## src/rtl/bubble_page_streamer.sv

```systemverilog
// Double-banked page buffer: a loader fills one bank while the other streams out on CHANNELS bubble lanes.
// Optional build macro BUBBLE_STREAMER_UNDERRUN_COUNT_EN adds a saturating 8-bit underrun_count output.
//
// stream FSM:
//   state     | meaning
//   ST_IDLE   | no page active; strobes drive IDLE_LEVEL, start_page picks a FULL bank
//   ST_STREAM | reading the READING bank one word per data_out_strobe
//
// bank state:
//   state        | meaning
//   BANK_EMPTY   | free, will be handed to the loader
//   BANK_FILLING | owned by the loader, accepts writes
//   BANK_FULL    | complete page waiting for start_page
//   BANK_READING | page being streamed
module bubble_page_streamer #(
    parameter int   CHANNELS   = 2,
    parameter int   ADDR_W     = 10,
    parameter int   PAGE_LEN   = 1024,
    parameter logic IDLE_LEVEL = 1'b0
) (
    input  logic                master_clock,
    input  logic                reset,
    output logic                fill_request,
    output logic                fill_bank,
    input  logic                buffer_write_enable,
    input  logic [ADDR_W-1:0]   buffer_write_address,
    input  logic [CHANNELS-1:0] buffer_write_data,
    input  logic                fill_done,
    input  logic                start_page,
    input  logic                data_out_strobe,
    output logic [CHANNELS-1:0] bubble_out,
    output logic                streaming,
`ifdef BUBBLE_STREAMER_UNDERRUN_COUNT_EN
    output logic [7:0]          underrun_count,
`endif
    output logic                underrun
);

    localparam logic [1:0] BANK_EMPTY   = 2'd0;
    localparam logic [1:0] BANK_FILLING = 2'd1;
    localparam logic [1:0] BANK_FULL    = 2'd2;
    localparam logic [1:0] BANK_READING = 2'd3;

    localparam logic [0:0] ST_IDLE   = 1'b0;
    localparam logic [0:0] ST_STREAM = 1'b1;

    localparam int                DEPTH     = 1 << ADDR_W;
    localparam logic [ADDR_W-1:0] LAST_ADDR = ADDR_W'(PAGE_LEN - 1);
    localparam logic [ADDR_W-1:0] PTR_ONE   = ADDR_W'(1);

    logic [CHANNELS-1:0] r_mem0 [DEPTH];
    logic [CHANNELS-1:0] r_mem1 [DEPTH];

    logic [1:0][1:0]     r_bank_st;
    logic [1:0][1:0]     w_bank_nxt;
    logic [0:0]          r_fsm;
    logic [ADDR_W-1:0]   r_rd_ptr;
    logic                r_rd_bank;
    logic                r_fill_bank;
    logic                r_fill_arm;
    logic                r_fill_req;
    logic                r_older;
    logic [CHANNELS-1:0] r_bubble;
    logic                r_underrun;

    logic                w_fill0;
    logic                w_fill1;
    logic                w_full0;
    logic                w_full1;
    logic                w_any_filling;
    logic                w_any_full;
    logic                w_alloc;
    logic                w_alloc_bank;
    logic                w_done;
    logic                w_filling_bank;
    logic                w_pick_bank;
    logic                w_start;
    logic                w_underrun_evt;
    logic                w_advance;
    logic                w_page_end;
    logic [CHANNELS-1:0] w_rd_word;

    assign w_fill0        = (r_bank_st[0] == BANK_FILLING);
    assign w_fill1        = (r_bank_st[1] == BANK_FILLING);
    assign w_full0        = (r_bank_st[0] == BANK_FULL);
    assign w_full1        = (r_bank_st[1] == BANK_FULL);
    assign w_any_filling  = w_fill0 | w_fill1;
    assign w_any_full     = w_full0 | w_full1;

    assign w_alloc        = !w_any_filling &&
                            ((r_bank_st[0] == BANK_EMPTY) || (r_bank_st[1] == BANK_EMPTY));
    assign w_alloc_bank   = (r_bank_st[0] == BANK_EMPTY) ? 1'b0 : 1'b1;
    assign w_done         = fill_done && w_any_filling;
    assign w_filling_bank = w_fill1;

    // With both banks FULL the older page wins; otherwise the single FULL bank.
    assign w_pick_bank    = (w_full0 && w_full1) ? r_older : w_full1;

    assign w_start        = (r_fsm == ST_IDLE) && start_page && w_any_full;
    assign w_underrun_evt = (r_fsm == ST_IDLE) && start_page && !w_any_full;
    assign w_advance      = (r_fsm == ST_STREAM) && data_out_strobe;
    assign w_page_end     = w_advance && (r_rd_ptr == LAST_ADDR);
    assign w_rd_word      = r_rd_bank ? r_mem1[r_rd_ptr] : r_mem0[r_rd_ptr];

    // Each event touches a different bank, so applying them in sequence never collides.
    always_comb begin
        w_bank_nxt = r_bank_st;
        if (w_alloc)
            w_bank_nxt[w_alloc_bank] = BANK_FILLING;
        if (w_done)
            w_bank_nxt[w_filling_bank] = BANK_FULL;
        if (w_start)
            w_bank_nxt[w_pick_bank] = BANK_READING;
        if (w_page_end)
            w_bank_nxt[r_rd_bank] = BANK_EMPTY;
    end

    always_ff @(posedge master_clock) begin
        if (buffer_write_enable && w_fill0)
            r_mem0[buffer_write_address] <= buffer_write_data;
        if (buffer_write_enable && w_fill1)
            r_mem1[buffer_write_address] <= buffer_write_data;
    end

    always_ff @(posedge master_clock or posedge reset) begin
        if (reset) begin
            r_bank_st   <= {BANK_EMPTY, BANK_EMPTY};
            r_older     <= 1'b0;
            r_fill_bank <= 1'b0;
            r_fill_arm  <= 1'b0;
            r_fill_req  <= 1'b0;
        end else begin
            r_bank_st <= w_bank_nxt;
            if (w_done && (r_bank_st[~w_filling_bank] != BANK_FULL))
                r_older <= w_filling_bank;
            // Allocation registers fill_bank; the request follows one cycle later.
            if (w_done) begin
                r_fill_req <= 1'b0;
                r_fill_arm <= 1'b0;
            end else if (w_alloc) begin
                r_fill_bank <= w_alloc_bank;
                r_fill_arm  <= 1'b1;
            end else if (r_fill_arm) begin
                r_fill_req <= 1'b1;
                r_fill_arm <= 1'b0;
            end
        end
    end

    always_ff @(posedge master_clock or posedge reset) begin
        if (reset) begin
            r_fsm      <= ST_IDLE;
            r_rd_ptr   <= '0;
            r_rd_bank  <= 1'b0;
            r_bubble   <= {CHANNELS{IDLE_LEVEL}};
            r_underrun <= 1'b0;
        end else begin
            if (w_start) begin
                r_fsm     <= ST_STREAM;
                r_rd_ptr  <= '0;
                r_rd_bank <= w_pick_bank;
            end
            if (w_advance) begin
                r_bubble <= w_rd_word;
                if (w_page_end) begin
                    r_fsm    <= ST_IDLE;
                    r_rd_ptr <= '0;
                end else begin
                    r_rd_ptr <= r_rd_ptr + PTR_ONE;
                end
            end else if ((r_fsm == ST_IDLE) && data_out_strobe) begin
                r_bubble <= {CHANNELS{IDLE_LEVEL}};
            end
            if (w_underrun_evt)
                r_underrun <= 1'b1;
        end
    end

`ifdef BUBBLE_STREAMER_UNDERRUN_COUNT_EN
    logic [7:0] r_urun_cnt;

    always_ff @(posedge master_clock or posedge reset) begin
        if (reset)
            r_urun_cnt <= 8'd0;
        else if (w_underrun_evt && (r_urun_cnt != 8'hFF))
            r_urun_cnt <= r_urun_cnt + 8'd1;
    end

    assign underrun_count = r_urun_cnt;
`endif

    assign fill_request = r_fill_req;
    assign fill_bank    = r_fill_bank;
    assign bubble_out   = r_bubble;
    assign streaming    = (r_fsm == ST_STREAM);
    assign underrun     = r_underrun;

endmodule

```

## config.mk

```make
export PLATFORM = sky130hd
export DESIGN_NAME = bubble_page_streamer
export DESIGN_NICKNAME = d
export VERILOG_FILES = /design/src/rtl/bubble_page_streamer.sv
export SDC_FILE = /design/constraint.sdc
export NUM_CORES = 2
export LEC_CHECK = 0
export CORE_UTILIZATION = 52
export DETAILED_ROUTE_END_ITERATION = 8
export PLACE_DENSITY = 0.67
export SLEW_MARGIN = 40
export SYNTH_ARGS = -nofsm -noshare
export SYNTH_HDL_FRONTEND = slang
export SYNTH_SLANG_ARGS = --single-unit
```

## constraint.sdc

```tcl
create_clock -name master_clock -period 3.45 [get_ports master_clock]
set_input_delay 0.5175 -clock master_clock [delete_from_list [all_inputs] [get_ports master_clock]]
set_output_delay 0.5175 -clock master_clock [all_outputs]
set_load 0.005 [all_outputs]
```

==> results.py <==
metrics = {
    "timing": {
        "fmax_mhz": 273,
        "fin_worst_skew_ns": 0.0272,
        "slew_headroom_pct": 44.2,
        "rsz0062_at_grt": "yes",
        "worstMarginPinSlew_ns": 0.837,
        "hold_violations": 0,
        "fin_tns_setup_ns": -0.398,
        "slew_violations": 0,
        "setup_viol": 2,
        "final.period_utilization_pct": 106,
        "hold_slack_ns": 0.155,
        "fin_ws_ns": -0.209,
        "fin_crit_ns": 3.66,
    },
    "cts": {
        "cts.sinks": 4119,
        "cts_buffers": 400,
        "clockRootBuffer": "clkbuf_16",
        "clock_latency_ns": 0.97,
        "cts.path.max_buffers": 4,
        "htree_levels": 5,
        "clk_pin_slew_ns": 0.06,
        "cts_tree": "done",
    },
    "cells_and_area": {
        "layout.nets": 10300,
        "post_route_cells_drive_above_1_share_pct": 24.8,
        "n_fill_cell": 23100,
        "area_growth_pct": 15.3,
    },
    "detailed_routing": {
        "viasPerCell": 6.59,
        "first_iter_violations": 15100,
        "dr.pass1.iters": 6,
        "wl_per_cell_um": 33.2,
        "drt-total-wl_um": 496000,
        "postRouteAntennaNets": 0,
        "vias": 98400,
        "drc": 0,
    },
    "floorplanning": {
        "rows": 208,
        "dieWidth_um": 572,
        "core_area_sq_mm": 0.322,
        "ios": 24,
        "die_area_sq_mm": 0.327,
        "fp.dieH_um": 572,
        "start_util_pct": 52.4,
    },
    "critical_path": {
        "cp_max_fo": 7,
        "crit_path_start_kind": "flip-flop",
        "rr_endpoint": "bubble_out[1]$_DFFE_PP0P_",
        "endpoint_kind": "flip-flop",
        "crit_required_ns": 4.30,
        "rr_worst_depth": 14,
        "path_class": "reg -> reg",
        "ff2ff_setup_slack_ns": -0.21,
        "crit_arrival_ns": 4.51,
        "r2r_start": "r_rd_ptr[0]$_DFFE_PP0P_",
    },
    "yosys": {
        "synth_cell_types": 79,
        "async_reset_ff_share_pct": 0.558,
        "ys_seq_area_share_pct": 73.1,
        "ys_warn_count": 0,
        "syn_inst": 9673,
        "synth.net_count": 9692,
        "synth-seq-cells": 4119,
        "syn_avg_cell_area_sq_um": 17.5,
        "synth_area_sq_mm": 0.169,
        "synth-main-ff-cell": "edfxtp_1",
        "synth-edff-count": 4096,
    },
    "grt": {
        "grt_pass1_wl_um": 700000,
        "antenna_found_initial": 31,
        "grt_util_all_layers_pct": 30.1,
        "gr-total-overflow": 0,
        "grt_max_degree": 197,
        "grt_pass1_vias": 97900,
    },
    "power_and_ir_drop": {
        "switching_power_mw": 37.1,
        "vdd_drop_max_mv": 0.451,
        "clkPwrFrac_pct": 32.2,
        "switching_share_pct": 27.6,
        "intPower_mw": 97.4,
        "power.density_mw_per_mm2": 690,
        "comb_power_share_pct": 26.7,
        "leakagePower_nw": 60.8,
        "power_frac_seq_pct": 41.1,
    },
    "place": {
        "gp_congestion": 0.865,
        "dpl.hpwl_um": 286000,
        "io_buffer_count": 23,
    },
    "outcome": {
        "status": "complete, but fails checks",
        "failed_checks": "setup timing",
    },
    "hold_path": {
        "whs_path_depth": 1,
        "min_path_type": "in -> reg",
        "min_from": "buffer_write_data[0]",
        "hold_path_end": "r_mem1[599][0]$_DFFE_PP_",
    },
    "job": {
        "max-cap-violations": 0,
    },
}
[what timing repair did]
item / CTS / global route
hold buffers: 2 / 0
cloned: 12 / 5
setup endpoints to repair: 2 / 2
resized for setup: 127 / 156
endpoints found under the hold margin: 29 / 0
buffers inserted: 30 / 80
pin swaps: 20 / 61
[layout by cell type, fill, tap and decap left out, drive strengths merged, types with 7 or more instances in the layout]
cell           count
edfxtp          4096
nor2            2128
buf              985
mux4             886
clkbuf           494
mux2i            477
nand2            205
clkinv           177
o221ai           175
a21oi            154
o22ai            136
nor3              93
nand3             92
o21ai             68
a22oi             53
bufinv            38
inv               26
a211oi            24
dfrtp             23
diode             22
clkdlybuf4s50     21
nor4              21
a31oi             20
nor2b             18
and2              17
clkinvlp          14
a221oi            13
a2111oi           12
o211ai            11
mux2              10
nand2b            10
and3              10
o31ai             10
nand4              7
nor3b              7
o41ai              7
[cells in the mapped netlist (all sizes together) (18+ instances only)]
| cell | count | area share [%] |
|---|---|---|
| o21ai | 68 | 0.20 |
| mux2i | 477 | 2.8 |
| a31oi | 20 | 0.074 |
| o221ai | 175 | 0.92 |
| dfrtp | 23 | 0.34 |
| mux4 | 886 | 12 |
| a21oi | 154 | 0.46 |
| nor3 | 93 | 0.28 |
| a22oi | 53 | 0.24 |
| nand2 | 205 | 0.46 |
| nand3 | 92 | 0.27 |
| nor2b | 18 | 0.067 |
| buf | 321 | 1.7 |
| edfxtp | 4096 | 73 |
| a211oi | 24 | 0.11 |
| o22ai | 136 | 0.50 |
| nor4 | 21 | 0.078 |
| nor2 | 2128 | 4.7 |
| clkbuf | 485 | 1.1 |
[per-layer routing]
layer  vias to the layer above  routed length [um]  GRT usage (%)
li1                      39400                   -              -
met1                     51100              180000           41.2
met2                      6807              234000           47.3
met3                      1146               56800           5.49
met4                        10               24800           14.1
met5                         -                  98              0
[power groups by stage]
stage	Clock (mW)	Combinational [mW]	Sequential, mW
after floorplan	0	21.9	56.2
after global placement	0	31.9	56.3
after detailed placement	0	32.3	56.3
after CTS	43.5	34.2	55.3
after global routing	45.4	37.3	55.2
final	43.3	35.9	55.2
[cell families after synthesis]
family          after synthesis  synth area share (%)
flops                      4119                  73.1
compound gates              721                  2.97
simple gates               2638                  6.21
buf+inv                     820                  2.84
mux                        1373                  14.8
xor+xnor                      1               0.00519
fa+ha+maj                     1               0.00740
[registers in the layout, indices dropped and copies added (netlist names)]
register,flops
r_mem0,2048
r_mem1,2048
r_rd_ptr,10
r_bank_st,4
bubble_out,2
fill_bank,1
fill_request,1
r_fill_arm,1
r_older,1
r_rd_bank,1
streaming,1
underrun,1
[how the worst max path moves through the flow]
stage	slack, ns	endpoint	from	cells past startpoint
after floorplan	0.64	bubble_out[1]$_DFFE_PP0P_	r_rd_ptr[0]$_DFFE_PP0P_	11
final	-0.21	bubble_out[1]$_DFFE_PP0P_	r_rd_ptr[0]$_DFFE_PP0P_	14
after detailed placement	-0.71	bubble_out[1]$_DFFE_PP0P_	r_rd_ptr[1]$_DFFE_PP0P_	15
after global routing	-0.23	bubble_out[1]$_DFFE_PP0P_	r_rd_ptr[0]$_DFFE_PP0P_	17
after global placement	-1.14	bubble_out[1]$_DFFE_PP0P_	r_rd_ptr[1]$_DFFE_PP0P_	15
after CTS	-0.27	bubble_out[1]$_DFFE_PP0P_	r_rd_ptr[0]$_DFFE_PP0P_	11
[critical path, stage by stage, from the launching register on]
cell      delay, ns
dfrtp_4        0.52
buf_12         0.17
buf_16         0.16
buf_6          0.13
buf_12         0.14
buf_4          0.15
mux4_2         0.47
mux4_2         0.53
a211oi_2       0.27
buf_4          0.15
nand2_2        0.10
nand4_1        0.13
nand4_1        0.25
buf_4          0.23
and3_4         0.13
[final cells by class]
class / count / area (sq um) / share of cell area (%)
diodes: 22 / 55.1 / 0.0283
clock inverters: 241 / 2290 / 1.18
clock buffers: 489 / 10500 / 5.38
flip-flops and latches: 4119 / 124000 / 63.4
inverters: 14 / 75.1 / 0.0385
repair buffers: 1018 / 11000 / 5.66
well taps: 4305 / 5390 / 2.76
multi-input cells: 4734 / 41900 / 21.5
[per-stage QoR]
stage               util [%]  area (sq um)  power (mW)  instances  setup slack [ns]
finish                  60.5        195000         135      14900            -0.209
detailed placement      55.7        179000        88.6      14100            -0.713
global placement        55.7        179000        88.3      14100             -1.14
floorplan                  -        169000        78.1       9673             0.636
global route            60.5        195000         138      14900            -0.225
CTS                     60.1        194000         133      14800            -0.273
(Power assumes the default switching activity.)
